<file path="config.mk">
export PLATFORM = sky130hd
export DESIGN_NAME = conbus_led_bank
export DESIGN_NICKNAME = d
export VERILOG_FILES = /design/src/rtl/conbus_led_bank.sv
export SDC_FILE = /design/constraint.sdc
export NUM_CORES = 1
export LEC_CHECK = 0
export ABC_CLOCK_PERIOD_IN_PS = 5600
export CAP_MARGIN = 30
export CORE_MARGIN = 2
export CORE_UTILIZATION = 44
export DETAILED_ROUTE_END_ITERATION = 8
export GPL_TIMING_DRIVEN = 0
export PLACE_DENSITY_LB_ADDON = 0.05
export SYNTH_ARGS = -nofsm -noshare
export SYNTH_HDL_FRONTEND = slang
export SYNTH_SLANG_ARGS = --single-unit
</file>
<file path="constraint.sdc">
create_clock -name sys_clk -period 5.6 [get_ports sys_clk]
set_input_delay 1.12 -clock sys_clk [delete_from_list [all_inputs] [get_ports sys_clk]]
set_output_delay 1.12 -clock sys_clk [all_outputs]
set_load 0.02 [all_outputs]
</file>
<file path="src/rtl/conbus_led_bank.sv">
// conbus_led_bank: Wishbone (conbus) slave driving a bank of debug LEDs.
// Each LED is either steady or blinks with a shared programmable half-period.
// Register map (word index = wb_adr_i[3:2]):
//   0 OUT    LED value
//   1 MODE   per-LED blink enable
//   2 PERIOD blink half-period in cycles (0 = blink off, phase held high)
//   3 STATUS read-only {phase at bit 31, leds in the low bits}
// Ports:
//   sys_clk, sys_rst   clock, synchronous active-low reset
//   wb_adr_i/dat_i/sel_i/cyc_i/stb_i/we_i  bus request
//   wb_dat_o, wb_ack_o registered read data and single-cycle acknowledge
//   leds               registered LED drive
module conbus_led_bank #(
  parameter int unsigned N_LEDS     = 8,
  parameter int unsigned READ_WAIT  = 2,
  parameter int unsigned PRESCALE_W = 24,
  parameter logic [31:0] LED_INIT   = 32'h1
) (
  input  logic              sys_clk,
  input  logic              sys_rst,
  input  logic [31:0]       wb_adr_i,
  input  logic [31:0]       wb_dat_i,
  output logic [31:0]       wb_dat_o,
  input  logic [3:0]        wb_sel_i,
  input  logic              wb_cyc_i,
  input  logic              wb_stb_i,
  input  logic              wb_we_i,
  output logic              wb_ack_o,
  output logic [N_LEDS-1:0] leds
);

  localparam int unsigned WCW = 3;

  typedef enum logic [1:0] {ST_IDLE, ST_WAIT, ST_ACK} state_e;

  state_e                state_q, state_d;
  logic [WCW-1:0]        wcnt_q, wcnt_d;
  logic                  ack_q, ack_d;
  logic [31:0]           dat_q, dat_d;
  logic [N_LEDS-1:0]     out_q, out_d;
  logic [N_LEDS-1:0]     mode_q, mode_d;
  logic [N_LEDS-1:0]     leds_q, leds_d;
  logic [PRESCALE_W-1:0] period_q, period_d;
  logic [PRESCALE_W-1:0] cnt_q, cnt_d;
  logic                  phase_q, phase_d;

  logic        req_c;
  logic        wr_c;
  logic        per_wr_c;
  logic [1:0]  idx_c;
  logic [31:0] rd_data_c;
  logic        unused_adr_c;

  assign req_c        = wb_cyc_i & wb_stb_i;
  assign idx_c        = wb_adr_i[3:2];
  assign wr_c         = (state_q == ST_IDLE) & req_c & wb_we_i;
  assign per_wr_c     = wr_c & (idx_c == 2'd2) & (|wb_sel_i);
  assign unused_adr_c = ^{wb_adr_i[31:4], wb_adr_i[1:0]};

  // Replace the enabled byte lanes of a zero-extended register image.
  function automatic logic [31:0] lane_merge(input logic [31:0] old_v,
                                             input logic [31:0] new_v,
                                             input logic [3:0]  sel);
    logic [31:0] r;
    r = old_v;
    for (int b = 0; b < 4; b++) begin
      if (sel[b]) r[8*b +: 8] = new_v[8*b +: 8];
    end
    return r;
  endfunction

  // Read mux; phase owns bit 31 of STATUS.
  always_comb begin
    rd_data_c = '0;
    case (idx_c)
      2'd0:    rd_data_c = 32'(out_q);
      2'd1:    rd_data_c = 32'(mode_q);
      2'd2:    rd_data_c = 32'(period_q);
      default: begin
        rd_data_c     = 32'(leds_q);
        rd_data_c[31] = phase_q;
      end
    endcase
  end

  // Bus FSM, register writes and read-data capture.
  always_comb begin
    state_d  = state_q;
    wcnt_d   = wcnt_q;
    ack_d    = 1'b0;
    dat_d    = '0;
    out_d    = out_q;
    mode_d   = mode_q;
    period_d = period_q;

    case (state_q)
      ST_IDLE: begin
        if (req_c) begin
          if (wb_we_i) begin
            state_d = ST_ACK;
            ack_d   = 1'b1;
          end else if (READ_WAIT == 0) begin
            state_d = ST_ACK;
            ack_d   = 1'b1;
            dat_d   = rd_data_c;
          end else begin
            state_d = ST_WAIT;
            wcnt_d  = WCW'(READ_WAIT - 1);
          end
        end
      end
      ST_WAIT: begin
        if (!wb_cyc_i) begin
          state_d = ST_IDLE;
        end else if (wcnt_q == '0) begin
          state_d = ST_ACK;
          ack_d   = 1'b1;
          dat_d   = rd_data_c;
        end else begin
          wcnt_d = wcnt_q - WCW'(1);
        end
      end
      default: state_d = ST_IDLE;
    endcase

    if (wr_c) begin
      case (idx_c)
        2'd0:    out_d    = N_LEDS'(lane_merge(32'(out_q), wb_dat_i, wb_sel_i));
        2'd1:    mode_d   = N_LEDS'(lane_merge(32'(mode_q), wb_dat_i, wb_sel_i));
        2'd2:    period_d = PRESCALE_W'(lane_merge(32'(period_q), wb_dat_i, wb_sel_i));
        default: ;
      endcase
    end
  end

  // Blink prescaler: a PERIOD write restarts the half-period with phase high.
  always_comb begin
    cnt_d   = cnt_q + PRESCALE_W'(1);
    phase_d = phase_q;
    if (per_wr_c || (period_q == '0)) begin
      cnt_d   = '0;
      phase_d = 1'b1;
    end else if (cnt_q == period_q - PRESCALE_W'(1)) begin
      cnt_d   = '0;
      phase_d = ~phase_q;
    end
  end

  assign leds_d = (out_q & ~mode_q) | (out_q & mode_q & {N_LEDS{phase_q}});

  always_ff @(posedge sys_clk) begin
    if (!sys_rst) begin
      state_q  <= ST_IDLE;
      wcnt_q   <= '0;
      ack_q    <= 1'b0;
      dat_q    <= '0;
      out_q    <= LED_INIT[N_LEDS-1:0];
      mode_q   <= '0;
      period_q <= '0;
      cnt_q    <= '0;
      phase_q  <= 1'b1;
      leds_q   <= LED_INIT[N_LEDS-1:0];
    end else begin
      state_q  <= state_d;
      wcnt_q   <= wcnt_d;
      ack_q    <= ack_d;
      dat_q    <= dat_d;
      out_q    <= out_d;
      mode_q   <= mode_d;
      period_q <= period_d;
      cnt_q    <= cnt_d;
      phase_q  <= phase_d;
      leds_q   <= leds_d;
    end
  end

  assign wb_ack_o = ack_q;
  assign wb_dat_o = dat_q;
  assign leds     = leds_q;

endmodule

</file>
==> impl_metrics.py, run 1 <==
metrics = {
    "floorplanning": {
        "die_h_um": 112,
        "die_w_um": 112,
        "coreArea_sq_um": 11400,
        "io_pins": 114,
        "floorplan.initialDensity_pct": 45.1,
        "rows": 39,
        "die_area_sq_um": 12600,
    },
    "clock_tree": {
        "ctsResizeCount": 0,
        "cts_sinks": 104,
        "ctsHoldBuffers": 0,
        "cts_root_buf": "clkbuf_16",
        "cts_tree": "built",
        "post-cts-setup-buffers": 0,
        "clock_latency_ns": 0.35,
        "clk_path_buf_depth": 2,
        "htree_num_levels": 3,
        "cts_buffers": 9,
        "cts.clk_slew.worst_paths_ns": 0.07,
    },
    "synth": {
        "ys_seq_area_share_pct": 40.4,
        "synthCells": 551,
        "synth_fa_ha_area_share_pct": 0.971,
        "synth_xor_area_share_pct": 8.16,
        "synth_edf_count": 0,
        "ys_types": 59,
        "synth_flop_cell": "dfxtp_1",
        "synth_compound_area_share_pct": 6.89,
        "ys.warnings.count": 0,
        "synthArstFlopShare_pct": 0,
        "synth_seq_cells": 104,
        "syn_area_sq_um": 5150,
        "synth-simple-area-share_pct": 27.1,
        "synthMuxAreaShare_pct": 11.9,
        "synth_top_family_by_area": "simple AND/OR/NAND/NOR gates",
        "avgSynthCellArea_sq_um": 9.36,
    },
    "worst_setup_path": {
        "cp_num_buf_inv": 4,
        "critical_path_class": "flop to flop",
        "critPathTopFamily": "simple AND/OR/NAND/NOR gates",
        "worst_ep_arrival_time_ns": 3.91,
        "critPathMaxFanout": 10,
        "cp-start-kind": "flop",
        "crit_chain": "clkbuf_1 -> inv_1 -> ha_1 -> or4b_1 -> clkbuf_2 -> or3_1 -> a211o_1 -> a2111oi_2 -> nand4b_1 -> nor4b_4 -> buf_6 -> nor3_1",
        "critPathSlowestCell": "nor4b_4",
        "worstPathRequired_ns": 5.82,
        "end_kind": "flop",
        "cp_slowest_stage_delay_ns": 0.55,
    },
    "drt": {
        "drtIter0Drc": 212,
        "drt_wl_total_um": 12300,
        "via_count": 4187,
        "dr.pass1.iters": 5,
        "drc": 0,
        "vias_per_cell": 5.34,
        "ant_nets": 0,
        "avgRoutedWirePerCell_um": 15.6,
    },
    "worst_hold_path": {
        "hold_path_class": "flop to flop",
    },
    "sta": {
        "finClkSkew_ns": 0.00637,
        "finalSetupViolCount": 0,
        "grt_setup_unrepaired": "no",
        "slew_headroom_pct": 34.1,
        "fin_tns_setup_ns": 0,
        "finalCriticalPeriod_ns": 3.69,
        "maxSlewViolCount": 0,
        "hold_viol_final": 0,
        "tightest_slew_ns": 0.983,
        "fmax_ghz": 0.271,
        "period_share_pct": 65.9,
        "fin_ws_ns": 1.91,
    },
    "final_layout": {
        "layout_common_cells": "dfxtp_1, clkdlybuf4s50_1, nor2b_1",
        "multi_input_area_sq_um": 2860,
        "nNetsFinal": 713,
        "area_growth_pct": 22.6,
        "final_layout_size_suffix_gt1_share_pct": 7.64,
        "num_antenna_cells": 0,
        "fillers": 1058,
        "final_common_cell": "dfxtp_1",
        "regArea_sq_um": 2080,
    },
    "run": {
        "cap_violations": 0,
    },
    "power_and_ir_drop": {
        "p_sw_share_pct": 23.0,
        "p_int_mw": 1.13,
        "power_density_nw_per_um2": 231,
        "pwr-share-clk_pct": 41.0,
        "combPwrFrac_pct": 7.9,
        "p_sw_uw": 337,
        "leakage_nw": 2.27,
        "ir_drop_mv": 0.195,
        "power.share.sequential_pct": 51.2,
        "fin_total_pwr_mw": 1.46,
    },
    "status": {
        "status": "finished clean",
    },
    "global_routing": {
        "grtUsageTotal_pct": 19.8,
        "antenna_found_initial": 0,
        "grt_max_degree": 17,
        "grt_overflow": 0,
        "grt_pass1_wl_um": 20000,
        "grt_pass1_vias": 3871,
    },
    "placed_design": {
        "dp_slack_ns": 1.84,
        "dp_hpwl_um": 9380,
        "gp_congestion": 0.858,
        "io_buffers": 67,
    },
}
Yosys cell counts, types with 14 or more instances:
cell type  instances  share of area [%]
mux2i_1           42                8.2
and2_1            25                3.0
nor3_1            35                3.4
nand3_1           18                1.7
nor2_1            25                1.8
xor2_1            15                2.5
nor2b_1           49                5.9
clkbuf_1          22                1.6
dfxtp_1          104                 40
a21oi_1           14                1.4
xnor2_1           33                5.6
nand2_1           28                2.0
flip-flops by register name, indices dropped and copies added (netlist names), 2 cells and up:
signal	count
out_q	8
wb_dat_o	25
wcnt_q	3
period_q	24
state_q	2
leds	8
mode_q	8
cnt_q	24
power by group through the flow:
stage / Clock (mW) / Sequential [mW] / Combinational, mW
4_1_cts: 0.612 / 0.748 / 0.115
3_5_place_dp: 0 / 0.766 / 0.114
6_report: 0.599 / 0.749 / 0.115
3_3_place_gp: 0 / 0.765 / 0.113
2_1_floorplan: 0 / 0.765 / 0.0682
5_1_grt: 0.642 / 0.749 / 0.126
logic make-up (layout without fill, tap and decap cells):
family,count (synthesis),count (layout)
fa+ha+maj,4,4
simple gates,243,243
buf+inv,49,133
compound gates,51,51
mux,51,51
flops,104,104
xor+xnor,48,48
other cells,1,7
final timing paths:
check         startpoint        end  slack [ns]  depth (start not counted)
max          period_q[0]  cnt_q[15]        1.91                         12
min            mode_q[5]    leds[5]        0.45                          1
max reg2reg  period_q[0]  cnt_q[15]        1.91                         12
min reg2reg    mode_q[5]    leds[5]        0.45                          1
layout make-up:
class / count / share of cell area (%)
multi-input combinational: 404 / 45.3
sequential: 104 / 32.9
timing repair buffer: 68 / 10.7
clock buffer: 11 / 4.00
buffer: 36 / 2.97
tap: 143 / 2.83
inverter: 13 / 0.772
clock inverter: 5 / 0.495
routing by layer:
layer  global-route usage [%]  part of all wire [%]
met5                        0                     0
met4                     6.75                   1.4
met3                     3.67                   4.7
met2                     29.7                    44
met1                     28.8                    50
per-stage QoR:
stage               cells  instance area [sq um]  hold WS [ns]  util, %
global placement      767                   6030         0.428     52.8
global route          784                   6320         0.466     55.4
finish                784                   6320         0.448     55.4
floorplan             557                   5180         0.421        -
detailed placement    768                   6040         0.437     52.9
CTS                   784                   6320         0.451     55.4
Power figures use the tool's default switching activity.
==> run 2: changes to the inputs <==
--- a/config.mk
+++ b/config.mk
@@ -5,7 +5,7 @@
 export SDC_FILE = /design/constraint.sdc
 export NUM_CORES = 1
 export LEC_CHECK = 0
-export ABC_CLOCK_PERIOD_IN_PS = 5600
+export ABC_CLOCK_PERIOD_IN_PS = 3200
 export CAP_MARGIN = 30
 export CORE_MARGIN = 2
 export CORE_UTILIZATION = 44
==> constraint.sdc (replaced) <==
create_clock -name sys_clk -period 3.2 [get_ports sys_clk]
set_input_delay 0.64 -clock sys_clk [delete_from_list [all_inputs] [get_ports sys_clk]]
set_output_delay 0.64 -clock sys_clk [all_outputs]
set_load 0.02 [all_outputs]
==> run 2 against run 1 <==
Compared with the run above: register-to-register slack got worse by 1.8 ns; critical path depth fell by 1; sequential power rose by 75%; flip-flop and latch count did not move; critical endpoint unchanged; critical path type unchanged; worst setup slack got worse by 1.8 ns.
==> impl_metrics.py, run 2 (synthesized netlist as in run 1, its figures left out) <==
metrics = {
    "floorplanning": {
        "die_area_sq_um": 12600,
        "coreArea_sq_um": 11400,
        "rows": 39,
        "die_h_um": 112,
        "floorplan.initialDensity_pct": 45.1,
        "die_w_um": 112,
        "io_pins": 114,
    },
    "worst_setup_path": {
        "r2r_cells": 11,
        "critPathMaxFanout": 10,
        "worstPathRequired_ns": 3.41,
        "cp-start-kind": "flop",
        "end_kind": "flop",
        "worst_ep_arrival_time_ns": 3.28,
        "critical_path_class": "flop to flop",
    },
    "final_layout": {
        "largest_reg_flops": 25,
        "fillers": 1048,
        "regArea_sq_um": 2090,
        "final_layout_size_suffix_gt1_share_pct": 9.61,
        "area_growth_pct": 24.8,
        "multi_input_area_sq_um": 2900,
        "design_area_sq_um": 6430,
        "layoutNonFillerInstCount": 788,
        "num_antenna_cells": 0,
        "utilization_pct": 56.3,
        "layout_common_cells": "dfxtp_1, clkdlybuf4s50_1, nor2b_1",
        "nNetsFinal": 717,
        "final_common_cell": "dfxtp_1",
    },
    "sta": {
        "grt_setup_unrepaired": "no",
        "slew_headroom_pct": 34.3,
        "period_share_pct": 95.9,
        "fmax_ghz": 0.326,
        "finalCriticalPeriod_ns": 3.07,
        "hold_viol_final": 0,
        "finClkSkew_ns": 0.00921,
        "fin_ws_ns": 0.131,
        "tightest_slew_ns": 0.980,
        "finalSetupViolCount": 0,
        "maxSlewViolCount": 0,
        "whs_ns": 0.447,
    },
    "clock_tree": {
        "clock_latency_ns": 0.35,
        "cts_sinks": 104,
        "cts.clk_slew.worst_paths_ns": 0.07,
        "clk_path_buf_depth": 2,
        "htree_num_levels": 3,
        "cts_tree": "built",
        "cts_root_buf": "clkbuf_16",
        "ctsHoldBuffers": 0,
        "cts_buffers": 9,
    },
    "drt": {
        "drc": 0,
        "via_count": 4241,
        "dr.pass1.iters": 5,
        "avgRoutedWirePerCell_um": 15.8,
        "drtIter0Drc": 246,
        "drt_wl_total_um": 12500,
        "vias_per_cell": 5.38,
        "ant_nets": 0,
    },
    "power_and_ir_drop": {
        "ir_drop_mv": 0.346,
        "leakage_nw": 2.31,
        "power_density_nw_per_um2": 399,
    },
    "global_routing": {
        "antenna_found_initial": 0,
        "grt_pass1_wl_um": 20000,
        "grtUsageTotal_pct": 19.9,
        "grt_max_degree": 17,
        "grt_overflow": 0,
        "grt_pass1_vias": 3906,
    },
    "placed_design": {
        "place_inst": 768,
        "dp_slack_ns": -0.537,
        "gp_congestion": 0.858,
        "placed_cell_area_sq_um": 6040,
        "dp_hpwl_um": 9380,
        "io_buffers": 67,
    },
    "worst_hold_path": {
        "hold_path_class": "flop to flop",
        "hold_depth": 1,
    },
    "status": {
        "status": "finished clean",
    },
    "run": {
        "cap_violations": 0,
    },
}
run 2: cell count changes in the layout (fill, tap and decap cells not counted), sizes merged:
cell	change
buf	+6
clkbuf	-2
run 2: critical path, stage by stage (launching register included):
cell and delay, ns:
dfxtp_4 0.35, inv_1 0.05, ha_2 0.19, or4b_4 0.47, or3_4 0.38, a211o_1 0.28, a2111oi_4 0.36, nand4b_1 0.19
nor4b_4 0.30, buf_6 0.17, buf_8 0.14, nor3_1 0.06
run 2: area by class of cell:
class                   count  area share, %
well taps                 143           2.78
repair buffers             75           11.7
inverters                  13          0.759
plain buffers              33           2.84
clock buffers              11           3.93
multi-input cells         404           45.1
flip-flops and latches    104           32.5
clock inverters             5          0.486
run 2: power breakdown:
part / total [mW] / switching [mW] / internal, mW / leakage (nW)
sequential: 1.31 / 0.00851 / 1.30 / 0.840
combinational: 0.204 / 0.100 / 0.104 / 1.33
clock: 1.05 / 0.485 / 0.568 / 0.141
run 2: per-stage QoR:
stage / total power, mW / TNS [ns]
floorplan: 1.46 / 0
global placement: 1.54 / -12.61
detailed placement: 1.54 / -12.75
CTS: 2.58 / 0
global route: 2.65 / 0
finish: 2.57 / 0
run 2: path summary, 6_finish.rpt:
check / start / endpoint / slack (ns)
max: period_q[1] / cnt_q[15] / 0.13
min: mode_q[5] / leds[5] / 0.45
max reg2reg: period_q[1] / cnt_q[15] / 0.13
min reg2reg: mode_q[5] / leds[5] / 0.45
run 2: repair_timing:
item | in CTS | in global routing
hold endpoints to repair | 0 | 0
resized for setup | 10 | 5
pin swaps | 4 | 5
gates cloned | 0 | 1
buffers inserted | 5 | 1
endpoints found under the setup margin | 24 | 25
run 2: layer usage:
metal | share of wire, % | vias up | GRT usage (%)
met5 | 0 | - | 0
met4 | 1.2 | 0 | 6.91
met3 | 5.7 | 16 | 3.67
met2 | 44 | 119 | 30.0
met1 | 49 | 1992 | 28.8
li1 | - | 2114 | -
==> patch 1, RTL diff (settings of run 2) <==
Take the reset off `dat_q` and load it in a clocked block of its own.
--- a/src/rtl/conbus_led_bank.sv
+++ b/src/rtl/conbus_led_bank.sv
@@ -153,7 +153,6 @@
       state_q  <= ST_IDLE;
       wcnt_q   <= '0;
       ack_q    <= 1'b0;
-      dat_q    <= '0;
       out_q    <= LED_INIT[N_LEDS-1:0];
       mode_q   <= '0;
       period_q <= '0;
@@ -164,7 +163,6 @@
       state_q  <= state_d;
       wcnt_q   <= wcnt_d;
       ack_q    <= ack_d;
-      dat_q    <= dat_d;
       out_q    <= out_d;
       mode_q   <= mode_d;
       period_q <= period_d;
@@ -174,6 +172,10 @@
     end
   end
 
+  always_ff @(posedge sys_clk) begin
+    dat_q <= dat_d;
+  end
+
   assign wb_ack_o = ack_q;
   assign wb_dat_o = dat_q;
   assign leds     = leds_q;
Formal check against the unedited RTL: differs if sys_rst is asserted again (counterexample within 4 cycles, from zero or initial values and one cycle with sys_rst low); with sys_rst held inactive, the same outputs for 4 cycles.
==> patch 1 against run 2 <==
- power is 3.9% higher
- core utilization increased by 0.10 points
- worst setup slack improved by 13 ps
- worst hold slack gained 7.0 ps
- area after synthesis is 2.7% lower
- wire length is 0.29% lower
- synthesized cell count grew 0.36%
- final cell count decreased by 1.1%
- fmax up 0.44%
- sequential cell count unchanged
- cell area is 3.6% lower
- non-clock buffer count decreased by 7
- clock power up 8%
- largest cell class unchanged
- highest routed layer unchanged
==> patch 1: results (changes against run 2) <==
LARGEST_REGISTER_FF_COUNT=25  # unchanged
PLACED_AREA_UM2=5860  # -3.0%
STARTPOINT='period_q[16]$_SDFFE_PN0P_'
GRT_USE_MET2_PCT=31.8  # +1.8 points
FIRST_GLOBAL_VIAS=4030  # +3.2%
DRT_ITER0_DRC=225  # -8.5%
CLOCK_PATH_BUFFERS=2  # unchanged
IR_DROP_mV=0.216  # -37%
POST_DRT_VIA_CELL_RATIO=5.40  # +0.27%
FIN_HOLD_WS_PS=454  # +7.01 ps
FINALCRITPERIODSHARE_PCT=95.5  # -0.42 points
MET1_WIRE_LENGTH_UM=6150  # +1.0%
GRTUSAGETOTAL_PCT=20.6  # +0.66 points
YOSYSSEQAREASHARE_PCT=41.5  # +1.1 points
FINAL_CORE_UTILIZATION_PCT=56.4  # +0.10 points
CRIT_PATH_TOP_DELAY_CELL='sky130_fd_sc_hd__or4_1'
FINALWIRELENGTH_UM=12400  # -0.29%
SYNTH_CELLS=553  # +0.36%
NUMBER_OF_FILLER_INSTANCES_IN_THE_FINAL_LAYOUT=1013  # -3.3%
FINAL_NET_COUNT=712  # -0.70%
SYNTH_TOP_CELLS_BY_COUNT='sky130_fd_sc_hd__dfxtp_1, sky130_fd_sc_hd__nand2_1, sky130_fd_sc_hd__nand3_1, sky130_fd_sc_hd__nor3_1'
DETAILED_ROUTE_WIRELENGTH_ON_METAL2_UM=5470  # -1.1%
POST_ROUTE_CELLS_DRIVE_ABOVE_1_SHARE_PCT=8.61  # -1.0 points
P_LEAK_nW=2.30  # -0.28%
POWER.INTERNAL_mW=2.05  # +4.1%
GRT_PASS1_WL_UM=20200  # +0.93%
WORST-R2R-CELL-COUNT=8  # -3
CELL_FAMILY_CONTRIBUTING_THE_MOST_DELAY_ON_THE_CRITICAL_PATH='simple AND/OR/NAND/NOR gates'
NUM_VIAS=4204  # -0.87%
WL_MET3_UM=590  # -17%
DETAILED_PLACE_HPWL_UM=9140  # -2.5%
RUN_STATUS='completed'
USE_MET1_PCT=28.3  # -0.47 points
PORTBUFFERS=64  # -4.5%
WORST-SLEW-PIN-TRANSITION_PS=1000  # +24.2 ps
GP_ROUTABILITY_CONGESTION=0.848  # -1.1%
CELL_COUNT_AFTER_PLACEMENT=764  # -0.52%
==> patch 1: final cells by class <==
class                   instances  share of cell area (%)
clock buffers                  11                    4.08
repair buffers                 66                    10.5
well taps                     140                    2.83
inverters                      11                   0.666
multi-input cells             408                    44.6
flip-flops and latches        104                    33.6
clock inverters                 4                   0.868
plain buffers                  35                    2.83
==> patch 1: cells by family after synthesis <==
family / synth area share, %
simple gates: 27.1
flops: 41.5
compound gates: 9.58
xor+xnor: 8.91
buf+inv: 4.39
mux: 7.46
fa+ha+maj: 0.998
other cells: 0.0748
==> patch 1: how the worst min path moves through the flow <==
stage / start / end / cells past startpoint
finish: out_q[4]$_SDFFE_PN0P_ / leds[4]$_SDFF_PN0_ / 2
global route: out_q[6]$_SDFFE_PN0P_ / leds[6]$_SDFF_PN0_ / 2
CTS: out_q[6]$_SDFFE_PN0P_ / leds[6]$_SDFF_PN0_ / 2
detailed placement: out_q[6]$_SDFFE_PN0P_ / leds[6]$_SDFF_PN0_ / 2
global placement: mode_q[5]$_SDFFE_PN0P_ / leds[5]$_SDFF_PN0_ / 1
floorplan: out_q[1]$_SDFFE_PN0P_ / leds[1]$_SDFF_PN0_ / 2
==> patch 1: timing repair <==
action | CTS | global route
setup buffers | 0 | 1
endpoints found under the hold margin | 0 | 0
hold buffers | 0 | 0
endpoints found under the setup margin | 6 | 21
resized for setup | 1 | 4
pin swaps | 0 | 1
cloned | 0 | 0
==> patch 1: power by group through the flow <==
stage                     combinational, mW  sequential, mW  clock [mW]
after floorplan                       0.130            1.34           0
after global placement                0.211            1.34           0
after detailed placement              0.215            1.34           0
after CTS                             0.217            1.31        1.16
after global routing                  0.239            1.32        1.21
final                                 0.217            1.32        1.13
==> patch 2, RTL diff (config.mk and constraints of run 2) <==
Without the edit above. Set the localparam `WCW` to 5 (it was 3).
--- a/src/rtl/conbus_led_bank.sv
+++ b/src/rtl/conbus_led_bank.sv
@@ -29,7 +29,7 @@
   output logic [N_LEDS-1:0] leds
 );
 
-  localparam int unsigned WCW = 3;
+  localparam int unsigned WCW = 5;
 
   typedef enum logic [1:0] {ST_IDLE, ST_WAIT, ST_ACK} state_e;
 
Function: same outputs for any inputs over 4 cycles, from zero or initial values and one cycle with sys_rst low; that may be too few to reach the edited logic, so the function may still have changed.
==> patch 2 against run 2 <==
- area after synthesis is 0.63% higher
- worst setup slack improved by 10 ps
- wire length rose by 9.3%
- critical path depth unchanged
- largest power group unchanged
- cell area rose by 2.8%
- power increased by 4.6%
- sequential cell count increased by 2
==> patch 2: results (changes against run 2) <==
RUN_STATUS='completed'
CRIT_PATH_MAX_FANOUT=6  # -4
CRIT_PATH_TOP_DELAY_CELL='sky130_fd_sc_hd__or4_4'
SYNTH.TOP_CELLS.BY_AREA='sky130_fd_sc_hd__dfxtp_1, sky130_fd_sc_hd__xnor2_1, sky130_fd_sc_hd__nand2_1'
SWITCHINGPOWER_mW=0.625  # +5.2%
PWR-SHARE-CLK_PCT=42.3  # +1.3 points
REPORT.POWER.TOTAL_mW=2.68  # +4.6%
DRT_ITER0_DRC=247  # +0.41%
POST_ROUTE_CELLS_DRIVE_ABOVE_1_SHARE_PCT=11.4  # +1.8 points
SYNTH_CELLS=580  # +5.3%
FIN_HOLD_WS_PS=437  # -10.6 ps
POST_CTS_BUFFERS=7  # +2
MET1_WIRE_LENGTH_UM=6000  # -1.6%
GRT_PASS1_WL_UM=22000  # +9.7%
POST_SYNTH_FA_HA_MAJ_AREA_FRACTION_PCT=0.724  # -0.25 points
SYNTH_TOP_AREA_SHARE_PCT=40.9  # +0.52 points
HIGHEST_CLOCK_FREQUENCY_THE_DESIGN_CAN_MEET_MHz=327  # +0.34%
WL_PER_CELL_UM=16.7  # +5.3%
GRT_START_MAX_NET_PINS=18  # +1
YOSYSSEQAREASHARE_PCT=40.9  # +0.52 points
FIRST_GLOBAL_VIAS=4474  # +15%
HOLD_PATH_DEPTH=2  # +1
TIMING.MAX_SLEW.REL_SLACK_PCT=45.2  # +11 points
REGTOREGSTARTPOINT='period_q[15]$_SDFFE_PN0P_'
IR_DROP_mV=0.479  # +39%
SYNTHXORXNORAREAFRAC_PCT=8.95  # +0.79 points
PRE_CTS_SLACK_PS=-351  # +186 ps
FINAL_NET_COUNT=746  # +4.0%
patch 2: cell count changes after synthesis, sizes merged, moves of 3 or more:
| cell | before | now |
|---|---|---|
| nand4 | 12 | 7 |
| nor4 | 6 | 9 |
| xor2 | 15 | 18 |
| nand2 | 28 | 57 |
| and4 | 5 | 2 |
| nor2 | 25 | 33 |
| mux2i | 42 | 18 |
| nand3 | 18 | 39 |
| nor2b | 49 | 24 |
| a21boi | 2 | 26 |
| and2 | 25 | 19 |
patch 2: area by class of cell:
cell class              instances  area share, %
plain buffers                  34           2.88
clock buffers                  11           3.67
repair buffers                 76           11.9
flip-flops and latches        106           32.2
multi-input cells             430           45.0
well taps                     143           2.71
inverters                      13          0.738
clock inverters                 5          0.946
patch 2: routing by layer:
layer / vias up / track usage (%)
li1: 2196 / -
met1: 2156 / 26.2
met2: 117 / 37.9
met3: 21 / 5.72
met4: 0 / 6.99
met5: - / 0
